`config.mk`:
```
export PLATFORM = sky130hd
export DESIGN_NAME = mux_scan
export DESIGN_NICKNAME = d
export VERILOG_FILES = /design/src/rtl/mux_pkg.sv /design/src/rtl/muxn.sv /design/src/rtl/mux_scan.sv
export SDC_FILE = /design/constraint.sdc
export NUM_CORES = 1
export LEC_CHECK = 0
export ABC_CLOCK_PERIOD_IN_PS = 3700
export BUFFER_PORTS_ARGS = -buffer_cell sky130_fd_sc_hd__buf_2
export CAP_MARGIN = 5
export CORE_MARGIN = 3
export CORE_UTILIZATION = 52
export DETAILED_ROUTE_END_ITERATION = 12
export PLACE_DENSITY = 0.89
export SYNTH_ARGS = -nofsm -noshare
export SYNTH_HDL_FRONTEND = slang
export SYNTH_SLANG_ARGS = --single-unit
```
`constraint.sdc`:
```
create_clock -name clk -period 3.7 [get_ports clk]
set_input_delay 0.74 -clock clk [delete_from_list [all_inputs] [get_ports clk]]
set_output_delay 0.74 -clock clk [all_outputs]
set_load 0.1 [all_outputs]
```
`src/rtl/mux_pkg.sv`:
```
// Shared constants for the multiplexer scanner: default geometry and FSM encoding.
package mux_pkg;

  localparam int DEF_WIDTH = 8;
  localparam int DEF_NCH   = 16;

  localparam logic [1:0] ST_IDLE  = 2'd0;
  localparam logic [1:0] ST_SCAN  = 2'd1;
  localparam logic [1:0] ST_DRAIN = 2'd2;

endpackage

```
`src/rtl/muxn.sv`:
```
// Combinational N:1 selector over a flat bus of NCH channels, WIDTH bits each.
module muxn
  import mux_pkg::*;
#(
  parameter int WIDTH = DEF_WIDTH,
  parameter int NCH   = DEF_NCH,
  localparam int SELW = $clog2(NCH)
) (
  output logic [WIDTH-1:0]     q,
  input  logic [NCH*WIDTH-1:0] d,
  input  logic [SELW-1:0]      a
);

  assign q = d[a*WIDTH +: WIDTH];

endmodule

```
`src/rtl/mux_scan.sv`:
```
// Channel multiplexer with direct-select and auto-scan modes behind a one-beat
// valid/ready output register.
module mux_scan
  import mux_pkg::*;
#(
  parameter int WIDTH = DEF_WIDTH,
  parameter int NCH   = DEF_NCH,
  localparam int SELW = $clog2(NCH)
) (
  input  logic                 clk,
  input  logic                 rst_n,
  input  logic [NCH*WIDTH-1:0] d,
  input  logic [SELW-1:0]      a,
  input  logic                 mode,
  input  logic                 start,
  input  logic                 q_ready,
  output logic [WIDTH-1:0]     q,
  output logic [SELW-1:0]      q_ch,
  output logic                 q_valid,
  output logic                 busy,
  output logic                 done
);

  localparam logic [SELW-1:0] LAST_IDX = SELW'(NCH - 1);

  logic [1:0]       state_r;
  logic [SELW-1:0]  idx_r;
  logic [WIDTH-1:0] q_r;
  logic [SELW-1:0]  q_ch_r;
  logic             q_valid_r;
  logic             busy_r;
  logic             done_r;
  logic             slot_free_s;
  logic [SELW-1:0]  sel_s;
  logic [WIDTH-1:0] mux_q_s;

  assign slot_free_s = !q_valid_r || q_ready;
  assign sel_s       = busy_r ? idx_r : a;

  muxn #(
    .WIDTH (WIDTH),
    .NCH   (NCH)
  ) u_muxn (
    .q (mux_q_s),
    .d (d),
    .a (sel_s)
  );

  // Scan FSM and output register; busy mirrors state != IDLE as a register.
  always_ff @(posedge clk) begin
    if (!rst_n) begin
      state_r   <= ST_IDLE;
      idx_r     <= '0;
      q_r       <= '0;
      q_ch_r    <= '0;
      q_valid_r <= 1'b0;
      busy_r    <= 1'b0;
      done_r    <= 1'b0;
    end else begin
      done_r <= 1'b0;
      case (state_r)
        ST_IDLE: begin
          if (!mode) begin
            if (slot_free_s) begin
              q_r       <= mux_q_s;
              q_ch_r    <= a;
              q_valid_r <= 1'b1;
            end
          end else begin
            if (slot_free_s) begin
              q_valid_r <= 1'b0;
            end
            if (start) begin
              state_r <= ST_SCAN;
              busy_r  <= 1'b1;
              idx_r   <= '0;
            end
          end
        end
        ST_SCAN: begin
          // Back-pressure simply stalls here: idx and the held beat stay put.
          if (slot_free_s) begin
            q_r       <= mux_q_s;
            q_ch_r    <= idx_r;
            q_valid_r <= 1'b1;
            if (idx_r == LAST_IDX) begin
              state_r <= ST_DRAIN;
              idx_r   <= '0;
            end else begin
              idx_r <= idx_r + SELW'(1);
            end
          end
        end
        ST_DRAIN: begin
          if (q_ready) begin
            q_valid_r <= 1'b0;
            state_r   <= ST_IDLE;
            busy_r    <= 1'b0;
            done_r    <= 1'b1;
          end
        end
        default: begin
          state_r   <= ST_IDLE;
          idx_r     <= '0;
          q_valid_r <= 1'b0;
          busy_r    <= 1'b0;
        end
      endcase
    end
  end

  assign q       = q_r;
  assign q_ch    = q_ch_r;
  assign q_valid = q_valid_r;
  assign busy    = busy_r;
  assign done    = done_r;

endmodule

```
==> impl_summary.md, run 1 <==
Worst setup path
For the worst setup path, the data required time is 3.90 ns. Tracing the worst setup path back leads to its startpoint at idx_r[0]. The beginning of the worst register-to-register path is idx_r[0].

In this design, the stage delay of the slowest critical-path cell is ~0.79 ns. The worst reg-to-reg path cell count is 6. The number of buffer and inverter stages on the critical path is 1.

The critical path is of the reg2reg type. STA puts the critical path data arrival time at 2.81 ns. Walking the worst path, the cells encountered are buf_4, mux2_4, nand2_1, a221oi_1, a211oi_1, a21oi_1.

The cell family with the largest share of critical-path delay is flip-flops. STA classifies the critical path startpoint as a flop. For flop-to-flop paths, the worst setup slack is about 1.1 ns.

The capturing element type of the critical path is a flop. The cell with the biggest individual delay on the critical path is sky130_fd_sc_hd__dfxtp_2. The worst register-to-register path ends at q[0]. Of all nets on the critical path, the largest fanout is 38.

Clock tree
The TritonCTS buffer count is 3. The number of H-tree levels is 1. The longest clock path from root to sink contains 2 buffers. The clock root buffer is sky130_fd_sc_hd__clkbuf_8.

The number of cells upsized or downsized after cts is 0. TritonCTS built the clock tree. The setup fix buffers added after clock tree synthesis is 0.

After clock tree synthesis, the clock-pin slew on the worst setup and hold paths is approximately 0.080 ns. The total number of clock tree sinks is 21. The hold buffer count at cts is 0. The later pin in the worst-skew pair is clocked with a latency of ~0.26 ns.

Yosys
The average cell area after synthesis is around 6.7 sq um. The portion of synthesized cell area occupied by the leading cell type is 25.0%. The netlist uses 44 different library cells. After synthesis the cells add up to 3150 sq um.

By area the synthesized netlist is led by sky130_fd_sc_hd__nor2b_1, sky130_fd_sc_hd__dfxtp_1, sky130_fd_sc_hd__o22ai_1, sky130_fd_sc_hd__a221oi_1, sky130_fd_sc_hd__nand2_1. The number of nets in the synthesized netlist is 609. The number of synthesized flops with an enable pin is 0.

Yosys printed 0 warnings. The largest area contributor in the netlist is sky130_fd_sc_hd__nor2b_1. After synthesis, the share of flip-flops with an asynchronous set or reset is 0%.

For this run, the leading register cell type out of synthesis is sky130_fd_sc_hd__dfxtp_1. The cell count after synthesis came out at roughly 470. In this run, synthesis produced a sequential element count of 21. The sequential fraction of the synthesis area is roughly an eighth.

STA
The worst relative slew slack is a little under half. In the final timing run, aggregate negative setup slack is 0 ns. At the pin with the least slew margin, the transition time is about 0.78 ns. The hold violation count in the final report was 0. Setup violations remaining at the end of the flow were counted as 0. The max-slew violation total from the final report is 0. For this run, the top clock speed supported by timing is approximately 0.38 GHz. The final critical path takes up 70.6% of the cycle. The worst clock skew on the final layout is between 0.003 and 0.004 ns. Setup repair after global routing left no endpoint under its margin.

The final critical path time including I/O delays and setup is around 2.6 ns.

Cells and area
In the layout the commonest cells are sky130_fd_sc_hd__buf_2, sky130_fd_sc_hd__nor2b_1, sky130_fd_sc_hd__o22ai_1. Cells with a size suffix above 1 make up between 20% and 30% of the layout. The net total in the final layout is 733. The total inserted antenna cells is 0.

The most frequent standard cell in the layout excluding fill and tap cells is sky130_fd_sc_hd__buf_2. Relative to the synthesized area, the layout overhead comes to 22.7%.

Floorplanning
The horizontal extent of the die is 83.8 um. The placeable core area is approximately 5700 sq um. 152 I/O pins were placed.

Once the floorplan was initialized, standard cells occupied around 55% of the core. The number of core rows is 27. From bottom edge to top edge, the die measures 83.8 um. The floorplan step defined a die boundary enclosing 7030 sq um.

Global route
The routing layer with the top usage in global route is met2. The global-route wire length before repair is approximately 17000 um. The number of global-route vias before repair is 3676.

The number of antenna violations at the first check in global routing is 0. The sum of overflow across all layers after global routing is 0. The pin count of the biggest net entering global routing is 43. For met3 alone, demand over resource in global routing was between 5 and 6%. For this run, the total global-route usage over all layers was measured as between 20% and 30%. The routing usage on met2 is roughly 48%.

The met1 track demand over resource is 38.7%.

Worst hold path
For hold timing, the worst endpoint is q_ch[3]. In this run the most critical hold path is launched from q_ch[3]. Counting instances, the worst hold path has a depth of 2. The worst hold-check path type is reg2reg.

Power and ir drop
The analysis attributes to cell leakage a power of between 0.0015 and 0.002 uW. The power density over cell area is around 260 nW/um^2. Overall power consumption after layout is estimated at about 990 uW.

The maximum ir drop on the vdd rail is 0.255 mV.

Drt
The number of nets with antenna violations after detailed routing is 0. The detail-routed net length per standard cell is roughly 17 um. The first TritonRoute pass finished after 5 iterations. The total vias in the final route is about 4000. The post-detailed-route DRC marker count is 0. The number of DRC markers in iteration 0 is 368.

The via count normalized by instance count is about 6.1. Summed over all layers, the routed wires come to approximately 11000 um.

Place
The post-DP HPWL is just over 8000 um. At the end of routability-driven placement, the weighted congestion stood at about 0.94. Input and output buffers added on the ports amount to 151.

Job
The number of maximum-capacitance violations is 0.

Status
The flow ran to the end, and the final reports show no timing, DRC or antenna violations.
[synth_stat cells, types with 3 or more instances]
library cell and instances:
sky130_fd_sc_hd__and2b_1 5, sky130_fd_sc_hd__buf_2 10, sky130_fd_sc_hd__a21oi_1 20, sky130_fd_sc_hd__nor2b_1 126
sky130_fd_sc_hd__clkbuf_1 11, sky130_fd_sc_hd__a211oi_1 8, sky130_fd_sc_hd__nand2_1 46, sky130_fd_sc_hd__nand2b_1 3
sky130_fd_sc_hd__clkbuf_2 3, sky130_fd_sc_hd__a221oi_1 28, sky130_fd_sc_hd__o21ai_0 28, sky130_fd_sc_hd__and2_1 3
sky130_fd_sc_hd__nor2_1 13, sky130_fd_sc_hd__o22ai_2 6, sky130_fd_sc_hd__a311oi_1 3, sky130_fd_sc_hd__inv_1 37
sky130_fd_sc_hd__a221oi_2 4, sky130_fd_sc_hd__o22ai_1 59, sky130_fd_sc_hd__dfxtp_1 21, sky130_fd_sc_hd__buf_6 4
sky130_fd_sc_hd__buf_4 8
[layout make-up]
cell class | instances | area, sq um
tap | 72 | 90.1
multi-input combinational | 376 | 2370
clock buffer | 4 | 45.0
inverter | 37 | 139
timing repair buffer | 156 | 793
fill | 501 | 1810
sequential | 21 | 422
[metrics by stage]
step                hold slack (ns)  cells  instance area, sq um  worst slack, ns  utilization [%]
floorplan                     0.499    471                  3150             1.46                -
global placement              0.482    662                  3820             1.01             67.3
detailed placement            0.491    662                  3820            0.919             67.3
CTS                           0.507    666                  3860             1.12             68.1
global route                  0.531    666                  3860            0.954             68.1
finish                        0.510    666                  3860             1.09             68.1
[metal layers]
| metal | vias to the layer above | wire length, um |
|---|---|---|
| met2 | 299 | 5100 |
| met5 | - | 0 |
| met1 | 1817 | 4290 |
| met4 | 0 | 207 |
| met3 | 26 | 1410 |
| li1 | 1924 | - |
[state kept, by name, summed over array words and instances (netlist names)]
name / count
busy: 1
done: 1
idx_r: 4
q: 8
q_ch: 4
q_valid: 1
state_r: 2
[worst reg2reg max path, stage by stage (launching register included)]
cell,delay [ns]
sky130_fd_sc_hd__dfxtp_2,0.79
sky130_fd_sc_hd__buf_4,0.46
sky130_fd_sc_hd__mux2_4,0.44
sky130_fd_sc_hd__nand2_1,0.11
sky130_fd_sc_hd__a221oi_1,0.46
sky130_fd_sc_hd__a211oi_1,0.13
sky130_fd_sc_hd__a21oi_1,0.16
[logic make-up (layout without fill, tap and decap cells)]
logic type | Yosys count | in the layout | share of synthesized area, %
flops | 21 | 21 | 13.3
compound gates | 165 | 165 | 36.7
mux | 2 | 2 | 0.914
buf+inv | 74 | 197 | 11.2
fa+ha+maj | 1 | 1 | 0.397
simple gates | 208 | 208 | 37.4
[power breakdown]
part / switching [uW] / total, uW / internal (uW) / leakage [uW]
clock: 72.8 / 149 / 76.7 / 0.0000228
combinational: 367 / 574 / 207 / 0.00160
sequential: 24.5 / 269 / 245 / 0.000173
[how the worst max path moves through the flow]
| stage | cells past startpoint | slack, ns | to |
|---|---|---|---|
| after CTS | 6 | 1.12 | q[4] |
| final | 6 | 1.09 | q[0] |
| after floorplan | 6 | 1.46 | q[6] |
| after global placement | 6 | 1.01 | q[4] |
| after detailed placement | 6 | 0.92 | q[4] |
| after global routing | 6 | 0.95 | q[4] |
Power figures use the tool's default switching activity.
==> inputs of run 2 (changes only) <==
--- a/config.mk
+++ b/config.mk
@@ -5,13 +5,13 @@
 export SDC_FILE = /design/constraint.sdc
 export NUM_CORES = 1
 export LEC_CHECK = 0
-export ABC_CLOCK_PERIOD_IN_PS = 3700
+export ABC_CLOCK_PERIOD_IN_PS = 2200
 export BUFFER_PORTS_ARGS = -buffer_cell sky130_fd_sc_hd__buf_2
 export CAP_MARGIN = 5
 export CORE_MARGIN = 3
-export CORE_UTILIZATION = 52
+export CORE_UTILIZATION = 43
 export DETAILED_ROUTE_END_ITERATION = 12
-export PLACE_DENSITY = 0.89
+export PLACE_DENSITY = 0.78
 export SYNTH_ARGS = -nofsm -noshare
 export SYNTH_HDL_FRONTEND = slang
 export SYNTH_SLANG_ARGS = --single-unit
==> constraint.sdc (replaced) <==
create_clock -name clk -period 2.2 [get_ports clk]
set_input_delay 0.44 -clock clk [delete_from_list [all_inputs] [get_ports clk]]
set_output_delay 0.44 -clock clk [all_outputs]
set_load 0.1 [all_outputs]
==> run 2 against run 1 <==
Clock skew down 0.00091 ns. Die area rose by 19%. Final area rose by 4.9%. Sequential share of layout area fell by 0.48 points. Global-route usage decreased by 1.8 points. Worst hold slack worse by 0.031 ns. Clock power increased by 70%. Non-clock buffer count rose by 11. Count of clock-buffer cells in the layout decreased by 1. Combinational power grew 81%. Sequential power up 63%. Utilization fell by 9.7 points. Critical endpoint is now q[7]. Highest routed layer unchanged.
==> impl_summary.md, run 2 (synthesis results as in run 1) <==
Worst setup path
Grouping stages by cell kind, the critical path spends the most delay in compound AO/OA/AOI/OAI gates. The number of buffer and inverter stages on the critical path is 2 (+1). The worst setup path is captured at a flop. The maximum fanout along the worst path is 19 (-50%).

The worst path arrival time is 2.22 ns (-0.59 ns). On the critical path, the stage with the largest delay is an instance of sky130_fd_sc_hd__a211oi_1. The type of the worst setup path is reg2reg. The longest individual stage delay on the worst path is 0.45 ns (-0.34 ns). The worst endpoint required time is 2.34 ns (-1.56 ns). The critical path goes through buf_4, mux2_4, buf_12, nand2_1, a221oi_1, a211oi_1, a21oi_1.

STA classifies the critical path startpoint as a flop.

Cells and area
The post-route cell area was 4050 sq um (+4.9%). The number of fill cells in the layout came to 680 (+36%). The total inserted antenna cells is 0 (unchanged). The synthesis-to-finish area growth is 28.7%. The utilization of the core after routing is 58.4% (-9.7 points). The share of final-layout standard cells stronger than drive strength 1 is 31.4% (+1.6 points).

The most frequent standard cell in the layout excluding fill and tap cells is sky130_fd_sc_hd__buf_2. The area of combinational cells with multiple inputs is 2370 sq um (unchanged). The register cell area after layout is 423 sq um (+0.30%). The flip-flop count of the largest register, all copies and words added is 8 (unchanged). The library cells used most frequently in the layout, excluding fill and tap cells, are sky130_fd_sc_hd__buf_2, sky130_fd_sc_hd__nor2b_1, sky130_fd_sc_hd__o22ai_1.

The net total in the final layout is 744 (+1.5%).

Global route
The number of global-route vias before repair is 3800 (+3.4%). The pin count of the biggest net entering global routing came to 40 (-7.0%). The global-route wire length before repair is 18800 um (+8.4%). The sum of overflow across all layers after global routing is 0 (unchanged). The number of antenna violations at the first check in global routing is 0 (unchanged).

The global routing usage summed across all routing layers is 27.2% (-1.8 points).

STA
The hold violation count in the final report was 0 (unchanged). The setup TNS was 0 ns (unchanged). Setup repair after global routing left no endpoint under its margin. The portion of the clock cycle consumed by the worst path in the final layout came to 94.8% (+24 points). The worst relative slew slack came to 65.2% (+18 points).

The final critical path time including I/O delays and setup is 2.09 ns (-0.526 ns). The worst clock skew on the final layout is 0.00232 ns (-0.000914 ns). The pin slew with the least headroom to its limit is 0.519 ns (-0.261 ns). The final count of negative-setup-slack endpoints came to 0 (unchanged).

The max-slew violation total from the final report is 0 (unchanged). The highest attainable clock frequency is 0.479 GHz (+25%).

Drt
The post-detailed-route DRC marker count came to 0 (unchanged). The detail-routed net length per standard cell was 17.3 um (+4.4%). The number of DRC markers in iteration 0 is 263 (-29%). The first-pass detailed-route iteration total is 5 (unchanged).

The total vias in the final route is 4101 (+0.86%). The final wirelength is 12100 um (+9.9%). The via count normalized by instance count came to 5.85 (-4.2%). The number of nets with antenna violations after detailed routing is 0 (unchanged).

Place
The final RePlAce weighted congestion is 0.937 (-0.77%). The count of input and output buffers is 151 (unchanged). The post-DP HPWL was 9410 um (+14%). The instance area after placement was 4010 sq um (+4.9%).

Clock tree
The number of H-tree levels was 1 (unchanged). The worst-skew pair later-pin latency is 0.26 ns (about the same). The clock tree buffer depth is 2 (unchanged).

The clock root buffer is sky130_fd_sc_hd__clkbuf_8. The clock-pin transition on the worst setup and hold timing paths is 0.08 ns (about the same). The CTS tree is done. The hold buffer count at cts came to 0 (unchanged). The setup fix buffers added after clock tree synthesis is 0 (unchanged).

The total number of clock tree sinks was 21 (unchanged). The TritonCTS buffer count is 3 (unchanged). The number of cells upsized or downsized after cts came to 0 (unchanged).

Worst hold path
The worst hold-check path type is in2reg.

Floorplanning
The horizontal extent of the die was 91.6 um (+9.3%). The starting utilization of the core area is 45.4% (-10 points). The die area came to 8390 sq um (+19%). The number of core rows is 30 (+11%). The placeable core area is 6940 sq um (+22%). The die outline height is 91.6 um (+9.3%).

The count of boundary I/O pins was 152 (unchanged).

Power and ir drop
The power density over cell area was 426 nW/um^2 (+66%). The part of the total power dissipated in combinational logic came to 60.0% (+2.2 points). The power share of the clock group is 14.6% (-0.5 points). The reported net switching power came to 803 uW (+73%). The switching power share of the total is 46.5% (-0.31 points). The maximum ir drop on the vdd rail came to 0.282 mV (+10%).

The internal power summed over all cells is 925 uW (+75%). The power share of the sequential group came to 25.4% (-1.7 points). The reported leakage power is 0.00188 uW (+4.8%).

Job
The number of maximum-capacitance violations is 0 (unchanged).

Status
The flow ran to the end, and the final reports show no timing, DRC or antenna violations.
[run 2: metrics by stage]
step	std cells	hold WS [ns]	worst slack (ns)	power (uW)
2_1_floorplan	471	0.499	0.206	1160
3_3_place_gp	697	0.481	0.152	1450
3_5_place_dp	697	0.490	0.151	1470
4_1_cts	701	0.482	0.177	1720
5_1_grt	701	0.484	0.0325	1830
6_report	701	0.479	0.114	1730
[run 2: worst paths after layout]
path         startpoint       to  slack, ns  cells after the start
max                busy     q[7]       0.11                      7
max reg2reg        busy     q[7]       0.11                      7
min reg2reg     q_ch[1]  q_ch[1]       0.50                      2
min                a[1]  q_ch[1]       0.48                      3
[run 2: cell type report]
class | instances | share of cell area (%)
multi-input cells | 376 | 58.6
repair buffers | 167 | 23.5
flip-flops and latches | 21 | 10.4
inverters | 37 | 3.43
well taps | 96 | 2.96
clock buffers | 3 | 1.02
clock inverters | 1 | 0.123
[run 2: per-layer routing]
metal	global-route usage, %	routed length (um)	up-vias
met5	0	0	-
met4	7.41	335	0
met3	4.72	935	37
met2	45.6	5680	199
met1	35.6	5150	1914
li1	-	-	1951
[run 2: power by group through the flow]
stage	Combinational (uW)	Sequential [uW]	Clock (uW)
global route	1110	443	273
finish	1040	438	253
floorplan	519	641	0
CTS	1030	438	254
global placement	1010	446	0
detailed placement	1020	447	0
[run 2: tightest hold or removal path, delay by kind of cell]
family / cells / cell delay, ns
simple gates: 1 / 0.06
compound gates: 1 / 0.08
buf+inv: 1 / 0.12
==> inputs of run 3 (changes only) <==
--- a/config.mk
+++ b/config.mk
@@ -5,13 +5,13 @@
 export SDC_FILE = /design/constraint.sdc
 export NUM_CORES = 1
 export LEC_CHECK = 0
-export ABC_CLOCK_PERIOD_IN_PS = 2200
+export ABC_CLOCK_PERIOD_IN_PS = 2060
 export BUFFER_PORTS_ARGS = -buffer_cell sky130_fd_sc_hd__buf_2
 export CAP_MARGIN = 5
 export CORE_MARGIN = 3
-export CORE_UTILIZATION = 43
+export CORE_UTILIZATION = 48
 export DETAILED_ROUTE_END_ITERATION = 12
-export PLACE_DENSITY = 0.78
+export PLACE_DENSITY = 0.83
 export SYNTH_ARGS = -nofsm -noshare
 export SYNTH_HDL_FRONTEND = slang
 export SYNTH_SLANG_ARGS = --single-unit
==> constraint.sdc (replaced) <==
create_clock -name clk -period 2.06 [get_ports clk]
set_input_delay 0.412 -clock clk [delete_from_list [all_inputs] [get_ports clk]]
set_output_delay 0.412 -clock clk [all_outputs]
set_load 0.1 [all_outputs]
==> run 3 against run 2 <==
Sequential share of layout area is 0.17 points higher. Clock power is 11% higher. Global-route usage is 1.6 points higher. Worst hold slack worse by 0.029 ns. Utilization is 6.7 points higher. Wire length is 5.6% lower.
==> impl_summary.md, run 3 (synthesis results as in run 1) <==
Clock tree
The TritonCTS buffer count was 3 (unchanged). The total number of clock tree sinks is 21 (unchanged). The setup fix buffers added after clock tree synthesis was 0 (unchanged). The clock-pin transition on the worst setup and hold timing paths came to 0.08 ns (about the same). The number of cells upsized or downsized after cts came to 0 (unchanged).

The cell sitting at the root of the clock tree is a sky130_fd_sc_hd__clkbuf_8. The hold buffer count at cts was 0 (unchanged). The number of H-tree levels came to 1 (unchanged). The worst-skew pair later-pin latency is 0.26 ns (about the same). The clock tree buffer depth is 2 (unchanged). The CTS tree is done.

Place
The count of input and output buffers was 151 (unchanged). The post-DP HPWL came to 8770 um (-6.8%). The number of cells in the design after placement was 674 (-3.3%). The final RePlAce weighted congestion was 0.940 (+0.28%).

Drt
The first-pass detailed-route iteration total is 5 (unchanged). The number of DRC markers in iteration 0 is 397 (+51%). The total vias in the final route came to 4089 (-0.29%). The via count normalized by instance count is 6.03 (+3.1%). The final wirelength is 11400 um (-5.6%). The post-detailed-route DRC marker count is 0 (unchanged). The detail-routed net length per standard cell is 16.8 um (-2.4%). The number of nets with antenna violations after detailed routing is 0 (unchanged).

STA
The pin slew with the least headroom to its limit is 0.671 ns (+0.152 ns). Setup repair after global routing left no endpoint under its margin. The final count of negative-setup-slack endpoints came to 0 (unchanged).

The worst clock skew on the final layout is 0.00449 ns (+0.00217 ns). The hold violation count in the final report is 0 (unchanged). The highest attainable clock frequency is 0.529 GHz (+10%). The setup TNS was 0 ns (unchanged). The final critical path time including I/O delays and setup was 1.89 ns (-0.195 ns).

The portion of the clock cycle consumed by the worst path in the final layout came to 91.8% (-3.0 points). The worst relative slew slack is 55.2% (-9.9 points). The max-slew violation total from the final report was 0 (unchanged).

Worst setup path
The worst path arrival time came to 2.03 ns (-0.19 ns). The worst reg-to-reg path cell count was 5 (-2). The beginning of the worst register-to-register path is idx_r[2]. In this run the critical register-to-register path is captured at q[4]. In this design, the critical path's most frequently occurring cell is sky130_fd_sc_hd__a21oi_1. The setup slack on the worst flop-to-flop path came to 0.17 ns (+0.06 ns). By startpoint and endpoint, the worst setup path is classified as reg2reg. The maximum fanout along the worst path is 8 (-11). The worst setup path is captured at a flop. The cell with the biggest individual delay on the critical path is sky130_fd_sc_hd__a32oi_1. The launch point of the worst path is idx_r[2].

The critical path goes through inv_1, a32oi_1, a221oi_1, a21oi_1, a21oi_1. The worst endpoint required time is 2.20 ns (-0.14 ns). The launching element type of the critical path is a flop. The longest individual stage delay on the worst path is 0.58 ns (+0.13 ns).

Power and ir drop
The internal power summed over all cells came to 980 uW (+6.0%). The maximum ir drop on the vdd rail is 0.499 mV (+77%). The part of the total power dissipated in combinational logic is 59.0% (-1.0 points). The reported leakage power is 0.00186 uW (-1.2%). The power share of the sequential group is 25.7% (+0.3 points).

The switching power share of the total came to 46.6% (+0.16 points). The reported net switching power came to 856 uW (+6.7%). The power density over cell area is 460 nW/um^2 (+8.0%). The power share of the clock group is 15.3% (+0.7 points).

Global route
The number of global-route vias before repair is 3636 (-4.3%). The sum of overflow across all layers after global routing was 0 (unchanged). The number of antenna violations at the first check in global routing is 0 (unchanged).

The pin count of the biggest net entering global routing is 47 (+18%). The global routing usage summed across all routing layers came to 28.8% (+1.6 points). The global-route wire length before repair is 17600 um (-6.0%).

Cells and area
The number of fill cells in the layout came to 568 (-16%). The synthesis-to-finish area growth is 26.7%. The flip-flop count of the largest register, all copies and words added is 8 (unchanged).

The net total in the final layout came to 742 (-0.27%). In the layout the commonest cells are sky130_fd_sc_hd__buf_2, sky130_fd_sc_hd__nor2b_1, sky130_fd_sc_hd__o22ai_1. The share of final-layout standard cells stronger than drive strength 1 is 31.2% (-0.23 points).

The total inserted antenna cells was 0 (unchanged). The final standard cell count with taps included and fillers excluded was 678 (-3.3%). The library cell used most frequently in the layout, excluding fill and tap cells, is sky130_fd_sc_hd__buf_2.

Job
The number of maximum-capacitance violations is 0 (unchanged).

Floorplanning
The die area came to 7570 sq um (-9.8%). The count of boundary I/O pins was 152 (unchanged). The number of core rows is 28 (-6.7%). The die outline height is 87 um (-5.0%).

The starting utilization of the core area is 51.4% (+6.0 points). The placeable core area is 6130 sq um (-12%). The horizontal extent of the die is 87 um (-5.0%).

Worst hold path
The worst hold path begins at a[1]. The worst hold-check path type is in2reg. The instance count along the most critical hold path was 3 (unchanged).

The worst hold path terminates at q_ch[1].

Status
The flow ran to the end, and the final reports show no timing, DRC or antenna violations.
-- run 3: cell types whose count changed in the layout (fill, tap and decap cells not counted), sizes merged --
| cell | change |
|---|---|
| clkinvlp | +1 |
| buf | -2 |
| clkinv | -1 |
-- run 3: layout make-up --
cell class | instances | area, sq um | share of cell area, %
inverter | 37 | 139 | 3.48
timing repair buffer | 165 | 911 | 22.8
multi-input combinational | 376 | 2370 | 59.5
clock inverter | 1 | 7.51 | 0.188
sequential | 21 | 423 | 10.6
tap | 75 | 93.8 | 2.35
clock buffer | 3 | 41.3 | 1.03
-- run 3: critical path, delay by kind of cell (launching register included) --
family          cells  cell delay, ns
flops               1            0.46
compound gates      4            1.20
buf+inv             1            0.11
-- run 3: how the worst max path moves through the flow --
stage	end	slack, ns	cells after the start
floorplan	q_ch[2]	0.07	5
global placement	q[7]	0.16	6
detailed placement	q[0]	0.17	7
CTS	q[7]	0.22	5
global route	q[7]	0.03	5
finish	q[4]	0.17	5
-- run 3: power groups by stage --
stage	combinational [uW]	sequential [uW]	clock (uW)
after floorplan	554	685	0
after global placement	1050	479	0
after detailed placement	1070	480	0
after CTS	1070	471	286
after global routing	1170	477	305
final	1080	472	281
-- run 3: layer usage --
layer | track usage (%) | vias to the layer above | part of all wire [%]
li1 | - | 1944 | -
met1 | 38.8 | 1878 | 41
met2 | 48.2 | 249 | 47
met3 | 4.64 | 18 | 11
met4 | 6.23 | 0 | 1.8
met5 | 0 | - | 0
-- run 3: through the flow --
stage                     util [%]  setup WS (ns)  hold slack, ns  total power [uW]  area (sq um)
after global routing          65.1         0.0299           0.455              1950          3990
final                         65.1          0.170           0.450              1840          3990
after global placement        64.3          0.158           0.480              1530          3940
after CTS                     65.1          0.221           0.454              1830          3990
after detailed placement      64.3          0.168           0.485              1550          3940
after floorplan                  -         0.0657           0.499              1240          3150
